===== config.mk =====
export PLATFORM = sky130hd
export DESIGN_NAME = instruction_fetch
export DESIGN_NICKNAME = d
export VERILOG_FILES = /design/src/rtl/instruction_fetch.sv
export SDC_FILE = /design/constraint.sdc
export NUM_CORES = 1
export LEC_CHECK = 0
export BUFFER_PORTS_ARGS = -buffer_cell sky130_fd_sc_hd__clkbuf_2
export CAP_MARGIN = 15
export CELL_PAD_IN_SITES_DETAIL_PLACEMENT = 1
export CELL_PAD_IN_SITES_GLOBAL_PLACEMENT = 1
export CORE_ASPECT_RATIO = 1.75
export CORE_MARGIN = 3
export CORE_UTILIZATION = 41
export DETAILED_ROUTE_END_ITERATION = 10
export PLACE_DENSITY_LB_ADDON = 0.1
export SYNTH_ARGS = -nofsm -noshare
export SYNTH_HDL_FRONTEND = slang
export SYNTH_SLANG_ARGS = --single-unit

===== constraint.sdc =====
create_clock -name clk -period 2.9 [get_ports clk]
set_input_delay 0 -clock clk [delete_from_list [all_inputs] [get_ports clk]]
set_output_delay 0 -clock clk [all_outputs]
set_load 0.01 [all_outputs]

===== src/rtl/instruction_fetch.sv =====
// instruction_fetch: owns the PC and fetches one instruction per fetch phase over a req/valid handshake
module instruction_fetch #(
   parameter int XLEN = 32,
   parameter logic [XLEN-1:0] RESET_VECTOR = '0,
   parameter logic [31:0] NOP_INST = 32'h0000_0013
)(
   input  logic            clk,
   input  logic            rst_n,
   input  logic            phase_fetch,
   input  logic            pc_update,
   input  logic            jump_taken,
   input  logic [XLEN-1:0] jump_target,
   output logic            inst_mem_req,
   output logic [XLEN-1:0] inst_mem_addr,
   input  logic [31:0]     inst_mem_rdata,
   input  logic            inst_mem_valid,
   output logic [31:0]     inst,
   output logic [XLEN-1:0] curr_pc_fd,
   output logic [XLEN-1:0] next_pc_fd,
   output logic            stall_fetch,
   output logic            inst_misaligned
);
   typedef enum logic {IDLE, REQ} state_t;
   state_t state, state_next;
   logic [XLEN-1:0] pc_reg, pc_next;
   logic accept;
   assign pc_next = pc_update ? (jump_taken ? {jump_target[XLEN-1:2], 2'b00} : pc_reg + XLEN'(4)) : pc_reg;
   assign inst_mem_req = (state == REQ);
   assign accept = (state == REQ) && inst_mem_valid;
   assign stall_fetch = phase_fetch | (state == REQ);
   always_comb begin
      state_next = state;
      if (state == IDLE && phase_fetch)
         state_next = REQ;
      else if (accept)
         state_next = IDLE;
   end
   always_ff @(posedge clk or negedge rst_n) begin
      if (!rst_n) begin
         state           <= IDLE;
         pc_reg          <= RESET_VECTOR;
         inst_mem_addr   <= RESET_VECTOR;
         inst            <= NOP_INST;
         curr_pc_fd      <= RESET_VECTOR;
         next_pc_fd      <= RESET_VECTOR + XLEN'(4);
         inst_misaligned <= 1'b0;
      end else begin
         state  <= state_next;
         pc_reg <= pc_next;
         if (pc_update)
            inst_misaligned <= jump_taken & (jump_target[1:0] != 2'b00);
         // the address is latched only on fetch start so it stays stable while req is high
         if (state == IDLE && phase_fetch)
            inst_mem_addr <= pc_next;
         if (accept) begin
            inst       <= inst_mem_rdata;
            curr_pc_fd <= inst_mem_addr;
            next_pc_fd <= inst_mem_addr + XLEN'(4);
         end
      end
   end
endmodule

After elaboration in Yosys (flattened, before gate mapping)
Cells that the tools add are included.

cells by class
  add/sub/neg operators = 2
  multiplexer cells = 4
  bitwise gates (word level) = 3
  reduce and logical (&&, ||, !) cells = 4

operators with widths
  operator                                                          count
  32-bit by 3-bit adder with 32-bit output (second input constant)  2
  32-bit two-way mux                                                2
  2-bit nonzero test                                                2
  1-bit logical AND                                                 2
  1-bit two-way mux                                                 2
  1-bit AND                                                         1
  1-bit NOT                                                         1
  1-bit bitwise OR                                                  1

word-level totals
  bits of input ports = 70
  logic and storage cells = 20
  register bits after elaboration = 162
  output and inout port bits = 131

Logic depth before layout (Yosys ltp)
Gate-level depths: netlist of run 1.

  word-level depth = 3
  mapped depth = 8
  mapped depth without buffers = 6

Worst setup path after synthesis of run 1
No wires, ideal clock.

  path type = flip-flop to flip-flop
  start = register pc_reg[2]
  end = register inst_mem_addr[30]
  library setup time = 131 ps
  arrival time = 1894 ps
  stages on the path, launching flop included = 7
  period minus slack after synthesis = 2025 ps
  slack = 875 ps
  path buffers = 0
  path through = dfrtp_1 -> ha_1 -> nand2_1 -> or4_4 -> nor4_4 -> mux2i_1 -> o31ai_2

on the way
  cells in the longest elaborated chain, start to end = 3

ends and longest elaborated chain
  item                                      line  text
  start: declaration                        25    logic [XLEN-1:0] pc_reg, pc_next;
  start signal: assignment                  49    pc_reg <= pc_next;
  32-bit by 3-bit adder with 32-bit output  27    assign pc_next = pc_update ? (jump_taken ? {jump_target[XLEN-1:2], 2'b00} : pc_reg + XLEN'(4)) : pc_reg;
  32-bit two-way mux (2 in a row)           27
  end signal: assignment                    54    inst_mem_addr <= pc_next;
  end: declaration                          14    output logic [XLEN-1:0] inst_mem_addr,

Every way passes these cells.
A chain may end at the register's enable or synchronous reset.

Final worst setup path of run 1
Ends and elaborated chain as after synthesis.

==> flow_summary.yaml, run 1 <==
routing:
  dr_wl_met2_um: 13200
  via_per_inst: 5.49
  detailroute.wirelength.met3_um: 983
  drc_errors: 0
  ant_nets: 0
  totalWireLength_um: 23900
  pre_antenna_drt_iters: 4
  drtIter0Drc: 227
  post_drt_wl_per_cell_um: 20.5
  top_layer_used_by_detailed_routing: "met4"
  vias: 6394
  met1Wirelength_um: 8960
cells_and_area:
  final_cell_mix: "clkbuf_2 (199), dfrtp_1 (156), mux2_2 (82)"
  final_layout_size_suffix_gt1_share_pct: 37.9
  fillCellCount: 1980
  finish.net_count: 993
  antennaDiodeCount: 0
  synthToLayoutAreaGrowth_pct: 33.2
  final_common_cell: "clkbuf_2"
  stdcell_count: 1165
setup_path:
  critical_path_peak_fanout: 7
  required_ns: 3.18
  critical_path_class: "reg2reg"
  critical_path.startpoint_type: "flop"
  crit_path_end_kind: "flop"
  cp.arrival_ns: 2.62
  regToRegSetupSlack_ns: 0.56
  worstReg2RegEnd: "inst_mem_addr[30]"
  reg2reg_depth: 6
  timing.rr.start: "pc_reg[2]"
cts:
  postCtsResizedCells: 0
  clkSlewWorstSetupHoldPaths_ns: 0.07
  cts-root-to-sink-buffers: 2
  cts_root_buffer: "clkbuf_16"
  worst_skew_pair.late_latency_ns: 0.43
  post-cts-setup-buffers: 0
  tritoncts.num_buffers: 17
  cts.sinks: 160
  cts_max_level: 4
  tritoncts_clock_tree: "done"
yosys:
  async_reset_ff_share_pct: 100
  synth-warning-count: 0
  syn-num-nets: 743
  ys_ff_latch: 160
  yosysSeqAreaShare_pct: 53.9
  synth_area_um2: 7440
  synth_enable_flop_cells: 0
  synth_flop_cell: "dfrtp_1"
  synth_top_cells_by_area: "dfrtp_1 (52%), mux2_2 (12%), nand2_1 (3.8%)"
  synth.lib_cells_used.distinct: 63
  yosysTopAreaCellShare_pct: 52.5
  biggest_area_consumer_among_synthesized_cells: "dfrtp_1"
  avg_inst_size_synth_um2: 11.1
  post_synthesis_cells: 671
floorplanning:
  placement_rows: 64
  die_y_um: 184
  io_pins: 201
  placeableCoreArea_um2: 17600
  die_area_um2: 19900
  die_w_um: 108
  initial_utilization_pct: 42.2
min_path:
  worstHoldPathCells: 3
  holdCritPathClass: "in2reg"
  min_delay_worst_endpoint: "pc_reg[4]"
  hold_start: "jump_target[4]"
sta:
  fin_worst_hold_slack_ns: 0.00929
  fmaxAchievable_mhz: 428
  tns_ns: 0
  timing.final.crit_share_pct: 80.7
  worst_skew_ns: 0.0106
  rsz0062_at_grt: "no"
  post-route-min-period_ns: 2.34
  timing.max_slew.rel_slack_pct: 45.9
  drv_slew: 0
  worst-slew-pin-transition_ns: 0.812
  final-setup-viol-count: 0
  timing.final.hold_violations: 0
place:
  port_buffers: 200
  globalplace.congestion: 0.905
  detailed_place_hpwl_um: 16800
  dpl.cell_count: 1074
status:
  status: "complete, no violations"
global_route:
  global_route.overflow_total: 0
  grt_start_max_net_pins: 62
  first_global_vias: 6913
  global_route_wire_length_before_repair_um: 37500
  initial_antenna_violation_count: 0
  groute.usage.overall_pct: 24.4
pwr:
  vdd_ir_drop_max_mv: 0.392
  pwr_per_cell_area_nw_per_um2: 806
  static-leakage-power_nw: 4.50
flow_run:
  maxCapViolations: 0
[cells in the mapped netlist (4+ instances only)]
master and number:
o31ai_1 6, o2bb2ai_1 5, nor3_1 5, and2_1 4, xor2_1 22, and4_1 4, a22o_1 5, o21ai_0 52
dfrtp_1 156, nor2_1 39, a211oi_1 4, mux2i_1 7, a21oi_1 11, clkbuf_1 31, or2_2 5, nand4_1 22
xnor2_1 7, nand3_1 26, dfstp_2 4, nor2b_1 4, nor4_1 5, buf_1 5, mux2_2 82, nand2_1 76
a22oi_1 7, and3_1 17
[metal layers]
metal / vias up / global-route usage (%)
met1: 3235 / 27.7
met3: 42 / 3.89
met4: 0 / 9.66
met5: - / 0
li1: 2928 / -
met2: 189 / 45.0
[kinds of logic (layout without fill, tap and decap cells)]
group                    Yosys count  count (layout)  synth area share (%)
adder cells (fa/ha/maj)            2               2                 0.336
AND/OR/NAND/NOR                  231             231                  16.5
multiplexers                      89              89                  13.4
flip-flops                       160             160                  53.9
AO/OA/AOI/OAI                    115             115                  10.0
XOR/XNOR                          29              29                  3.41
buffers and inverters             45             308                  2.42
[where the power goes]
part           switching [W]  leakage [nW]  internal, W  total (W)
registers           0.000637          1.92      0.00287    0.00351
clock network       0.000970         0.294      0.00133    0.00230
logic                0.00113          2.28      0.00104    0.00217
[critical path: stages, from the launching register on]
cell     delay [ns]
dfrtp_1        0.41
ha_1           0.24
nand2_1        0.20
or4_4          0.62
nor4_4         0.31
mux2i_1        0.31
o31ai_2        0.09
[timing repair]
item / in CTS / in global routing
setup endpoints to repair: 0 / 0
hold buffers: 59 / 0
hold endpoints to repair: 119 / 0
[metrics by stage]
stage	instance area, um2	setup WS, ns	util [%]	total power [W]
final	9910	0.561	56.3	0.00798
after CTS	9910	0.541	56.3	0.00808
after floorplan	7440	0.875	-	0.00453
after detailed placement	8720	0.566	49.5	0.00568
after global routing	9910	0.395	56.3	0.00845
after global placement	8720	0.617	49.5	0.00556
[how the worst max path moves through the flow]
stage	end	start	slack, ns	cells after the start
floorplan	inst_mem_addr[30]	pc_reg[2]	0.87	6
detailed placement	inst_mem_addr[30]	pc_reg[2]	0.57	6
finish	inst_mem_addr[30]	pc_reg[2]	0.56	6
global route	next_pc_fd[22]	inst_mem_addr[2]	0.40	6
global placement	inst_mem_addr[30]	pc_reg[2]	0.62	6
CTS	inst_mem_addr[30]	pc_reg[2]	0.54	6
[final cells by class]
class / count / area (um2) / area share, %
clock buffers: 19 / 453 / 4.57
clock inverters: 13 / 151 / 1.53
flip-flops and latches: 160 / 4010 / 40.4
multi-input cells: 466 / 3260 / 32.9
well taps: 231 / 289 / 2.92
inverters: 4 / 15.0 / 0.151
repair buffers: 272 / 1730 / 17.5
No activity file was read; power rests on OpenSTA's default activity.
==> run 2: changes to the inputs <==
==> constraint.sdc (replaced) <==
create_clock -name clk -period 2.3 [get_ports clk]
set_input_delay 0 -clock clk [delete_from_list [all_inputs] [get_ports clk]]
set_output_delay 0 -clock clk [all_outputs]
set_load 0.01 [all_outputs]
==> run 2 against run 1 <==
Net effect:
- first-iteration DRC count increased by 4.4%
- wire length increased by 2.5%
- maximum frequency increased by 5.7%
- critical path type unchanged
==> flow_summary.yaml, run 2 (same netlist as run 1, synthesis figures left out) <==
cts:
  cts-root-to-sink-buffers: 2
  worst_skew_pair.late_latency_ns: 0.43
  tritoncts.num_buffers: 17
  cts_max_level: 4
  tritoncts_clock_tree: "done"
  post-cts-setup-buffers: 0
  clkSlewWorstSetupHoldPaths_ns: 0.07
  cts_root_buffer: "clkbuf_16"
  cts.sinks: 160
flow_run:
  maxCapViolations: 0
setup_path:
  slowest_delay_ns: 0.62
  crit_path_max_delay_family: "simple AND/OR/NAND/NOR gates"
  critical_path_peak_fanout: 13
  cell_with_the_largest_stage_delay_on_the_worst_path: "or4_1"
  critical_path_class: "reg2reg"
  regToRegSetupSlack_ns: 0.09
  crit_path_end_kind: "flop"
  cp.arrival_ns: 2.51
  timing.critical_path.buf_inv: 0
  worstReg2RegEnd: "inst_mem_addr[28]"
  timing.rr.start: "pc_reg[5]"
  critical_path.startpoint_type: "flop"
  reg2reg_depth: 5
  crit_path_cell_trace: "nand3_4 -> or4_1 -> o31a_1 -> o21ai_0 -> a31oi_1"
  required_ns: 2.59
routing:
  via_per_inst: 5.44
  pre_antenna_drt_iters: 4
  drtIter0Drc: 237
  post_drt_wl_per_cell_um: 20.5
  drc_errors: 0
  vias: 6489
  totalWireLength_um: 24500
  ant_nets: 0
place:
  detailed_place_hpwl_um: 17500
  globalplace.congestion: 0.985
  port_buffers: 200
  place_area_um2: 8920
sta:
  timing.final.hold_violations: 0
  timing.final.crit_share_pct: 96.2
  fmaxAchievable_mhz: 452
  worst-slew-pin-transition_ns: 0.831
  post-route-min-period_ns: 2.21
  timing.max_slew.rel_slack_pct: 44.6
  final-setup-viol-count: 0
  fin_worst_hold_slack_ns: 0.0361
  rsz0062_at_grt: "no"
  tns_ns: 0
  drv_slew: 0
  worst_skew_ns: 0.00855
cells_and_area:
  synthToLayoutAreaGrowth_pct: 35.9
  final_common_cell: "clkbuf_2"
  finish.net_count: 1020
  final_layout_size_suffix_gt1_share_pct: 39.6
  fin_area_um2: 10100
  antennaDiodeCount: 0
  fillCellCount: 1934
  final_cell_mix: "clkbuf_2 (199), dfrtp_1 (156), mux2_2 (82)"
floorplanning:
  die_area_um2: 19900
  die_w_um: 108
  placement_rows: 64
  placeableCoreArea_um2: 17600
  die_y_um: 184
  io_pins: 201
  initial_utilization_pct: 42.2
global_route:
  global_route.overflow_total: 0
  groute.usage.overall_pct: 25.1
  first_global_vias: 7053
  global_route_wire_length_before_repair_um: 38400
  grt_start_max_net_pins: 69
  initial_antenna_violation_count: 0
min_path:
  min_delay_worst_endpoint: "pc_reg[9]"
  holdCritPathClass: "in2reg"
  worstHoldPathCells: 3
  hold_start: "jump_target[9]"
pwr:
  pwr_per_cell_area_nw_per_um2: 994
  vdd_ir_drop_max_mv: 0.499
  static-leakage-power_nw: 4.62
  finalPower_w: 0.0100
status:
  status: "complete, no violations"
==> run 2: what timing repair did <==
action / CTS / global route
endpoints found under the setup margin: 0 / 1
hold endpoints to repair: 122 / 0
resized for setup: 0 / 1
hold buffers: 60 / 0
==> run 2: cell type report <==
type / count / area (um2) / area share [%]
clock buffer: 19 / 453 / 4.48
clock inverter: 13 / 126 / 1.25
inverter: 4 / 15.0 / 0.149
multi-input combinational: 466 / 3260 / 32.3
sequential: 160 / 4010 / 39.7
tap: 231 / 289 / 2.86
timing repair buffer: 299 / 1950 / 19.3
==> run 2: metal layers <==
layer  up-vias  share of wire, %  GRT usage, %
met1      3263                37          27.8
met4         0               3.0          9.35
met5         -                 0             0
li1       2986                 -             -
met3        40               3.9          4.14
met2       200                56          47.4
==> run 2: through the flow <==
step                util [%]  worst slack (ns)  instances
floorplan                  -             0.275        671
global placement        50.7             0.171       1100
detailed placement      50.7             0.105       1100
CTS                     57.4            0.0881       1192
global route            57.4           0.00981       1192
finish                  57.4            0.0869       1192
==> run 2: tightest hold or removal path, stage by stage <==
cell	delay, ns
clkbuf_2	0.10
o22ai_1	0.15
a211oi_1	0.14
==> run 2: worst max path at each step <==
| stage | cells after the start | start | slack (ns) | end |
|---|---|---|---|---|
| 5_1_grt | 7 | pc_reg[2] | 0.01 | inst_mem_addr[18] |
| 6_report | 5 | pc_reg[5] | 0.09 | inst_mem_addr[28] |
| 2_1_floorplan | 6 | pc_reg[2] | 0.27 | inst_mem_addr[30] |
| 3_5_place_dp | 5 | pc_reg[5] | 0.10 | inst_mem_addr[28] |
| 3_3_place_gp | 6 | pc_reg[2] | 0.17 | inst_mem_addr[30] |
| 4_1_cts | 5 | pc_reg[5] | 0.09 | inst_mem_addr[28] |
==> run 2: power breakdown <==
group / internal [W] / total [W] / switching [W]
combinational: 0.00137 / 0.00288 / 0.00151
sequential: 0.00362 / 0.00438 / 0.000755
clock: 0.00157 / 0.00279 / 0.00122
total: 0.00656 / 0.0100 / 0.00349
==> run 3: changes to the inputs <==
--- a/config.mk
+++ b/config.mk
@@ -9,10 +9,11 @@
 export CAP_MARGIN = 15
 export CELL_PAD_IN_SITES_DETAIL_PLACEMENT = 1
 export CELL_PAD_IN_SITES_GLOBAL_PLACEMENT = 1
-export CORE_ASPECT_RATIO = 1.75
+export CORE_ASPECT_RATIO = 1.4
 export CORE_MARGIN = 3
 export CORE_UTILIZATION = 41
 export DETAILED_ROUTE_END_ITERATION = 10
+export GPL_TIMING_DRIVEN = 0
 export PLACE_DENSITY_LB_ADDON = 0.1
 export SYNTH_ARGS = -nofsm -noshare
 export SYNTH_HDL_FRONTEND = slang
==> run 3 against run 2 <==
Net effect:
- first-iteration DRC count increased by 30%
- total power decreased by 0.67%
- count of clock-buffer cells in the layout unchanged
- worst setup slack got worse by 0.037 ns
- utilization about the same
- die area decreased by 0.20%
- global-route usage increased by 0.48 points
- clock skew increased by 0.0014 ns
- design area about the same
- clock power about the same
- combinational power decreased by 3%
- sequential share of layout area about the same
==> flow_summary.yaml, run 3 (same netlist as run 1, synthesis figures left out) <==
cells_and_area:
  antennaDiodeCount: 0
  synthToLayoutAreaGrowth_pct: 35.8
  stdcell_count: 1206
  final_layout_size_suffix_gt1_share_pct: 37.2
  final_common_cell: "clkbuf_2"
  final_cell_mix: "clkbuf_2 (199), dfrtp_1 (155), mux2_2 (82)"
  fin_area_um2: 10100
  finish.net_count: 1030
cts:
  worst_skew_pair.late_latency_ns: 0.43
  tritoncts.num_buffers: 17
  clkSlewWorstSetupHoldPaths_ns: 0.06
  cts_max_level: 4
  cts_root_buffer: "clkbuf_16"
  tritoncts_clock_tree: "done"
  cts-root-to-sink-buffers: 2
  cts.sinks: 160
sta:
  worst-slew-pin-transition_ns: 0.674
  drv_slew: 0
  fmaxAchievable_mhz: 444
  worst_skew_ns: 0.00996
  timing.max_slew.rel_slack_pct: 55.0
  final-setup-viol-count: 0
  fin_worst_hold_slack_ns: 0.0249
  rsz0062_at_grt: "yes"
  timing.final.hold_violations: 0
  post-route-min-period_ns: 2.25
  timing.final.crit_share_pct: 97.8
  fin_ws_ns: 0.0502
setup_path:
  critical_path.startpoint_type: "flop"
  critical_path_peak_fanout: 10
  crit_path_cell_trace: "nand3_4 -> buf_2 -> nor4_2 -> nand4_1 -> a31o_2 -> mux2_2"
  crit_path_max_delay_family: "simple AND/OR/NAND/NOR gates"
  required_ns: 2.61
  cp.arrival_ns: 2.56
  crit_path_end_kind: "flop"
  cell_with_the_largest_stage_delay_on_the_worst_path: "nor4_2"
  critical_path_class: "reg2reg"
  timing.critical_path.buf_inv: 1
  slowest_delay_ns: 0.52
floorplanning:
  initial_utilization_pct: 42.2
  placement_rows: 57
  die_y_um: 165
  io_pins: 201
  placeableCoreArea_um2: 17600
  die_w_um: 120
  die_area_um2: 19800
place:
  preCtsSetupSlack_ns: -0.370
  detailed_place_hpwl_um: 17700
  port_buffers: 199
  dpl.cell_count: 1108
  place_area_um2: 8780
  globalplace.congestion: 0.907
routing:
  ant_nets: 0
  via_per_inst: 5.35
  totalWireLength_um: 25000
  post_drt_wl_per_cell_um: 20.7
  pre_antenna_drt_iters: 4
  drtIter0Drc: 309
  vias: 6451
  drc_errors: 0
global_route:
  grt_start_max_net_pins: 96
  global_route_wire_length_before_repair_um: 39000
  global_route.overflow_total: 0
  first_global_vias: 7076
  groute.usage.overall_pct: 25.6
  initial_antenna_violation_count: 0
pwr:
  vdd_ir_drop_max_mv: 0.550
  static-leakage-power_nw: 4.59
  finalPower_w: 0.00998
  pwr_per_cell_area_nw_per_um2: 988
status:
  status: "complete, no violations"
flow_run:
  maxCapViolations: 0
min_path:
  holdCritPathClass: "in2reg"
[run 3: changes by cell type in the layout (fill, tap and decap cells not counted), sizes merged]
cell	change
buf	-21
clkbuf	+29
clkdlybuf4s15	+1
clkinv	-2
dlygate4sd3	+1
inv	+1
[run 3: cell type report]
cell class | count | area (um2)
multi-input combinational | 466 | 3330
sequential | 160 | 4010
clock buffer | 19 | 443
clock inverter | 12 | 125
buffer | 39 | 159
tap | 236 | 295
fill | 1993 | 7510
timing repair buffer | 270 | 1730
inverter | 4 | 15.0
[run 3: through the flow]
step | util [%] | TNS [ns]
floorplan | - | 0
global placement | 49.6 | -248.27
detailed placement | 49.8 | -5.71
CTS | 56.7 | -0.162
global route | 57.4 | -0.0702
finish | 57.4 | 0
[run 3: worst register-to-register path, delay by kind of cell, from the launching register on]
family	cells	cell delay, ns
and+or+nand+nor	3	0.83
DFF	1	0.50
AOI/OAI and AO/OA	1	0.30
muxes	1	0.26
buffers and inverters	1	0.24
[run 3: report_power, final]
group,switching (W),internal (W)
Sequential,0.000787,0.00363
Clock,0.00124,0.00154
Combinational,0.00147,0.00132
[run 3: what timing repair did]
action,4_1_cts,5_1_grt
gates resized for setup,7,9
buffers inserted,0,8
hold buffers,61,0
pin swaps,0,5
hold endpoints to repair,129,0
setup endpoints to repair,47,19
[run 3: layer usage]
layer | part of all wire (%) | GRT usage, % | vias to the layer above
li1 | - | - | 2996
met1 | 39 | 29.3 | 3250
met2 | 54 | 47.2 | 166
met3 | 3.5 | 3.88 | 39
met4 | 2.9 | 11.5 | 0
met5 | 0 | 0 | -
[run 3: worst paths after layout]
check                                     from           endpoint  slack, ns  depth (start not counted)
worst max-delay path                 pc_reg[6]  inst_mem_addr[25]       0.05                          6
worst min-delay path            jump_target[6]          pc_reg[6]       0.02                          3
worst max register to register       pc_reg[6]  inst_mem_addr[25]       0.05                          6
worst min register to register  next_pc_fd[12]     next_pc_fd[12]       0.48                          2
max in group asynchronous                rst_n   inst_mem_addr[5]       1.29                          3
min in group asynchronous                rst_n     curr_pc_fd[22]       0.14                          2
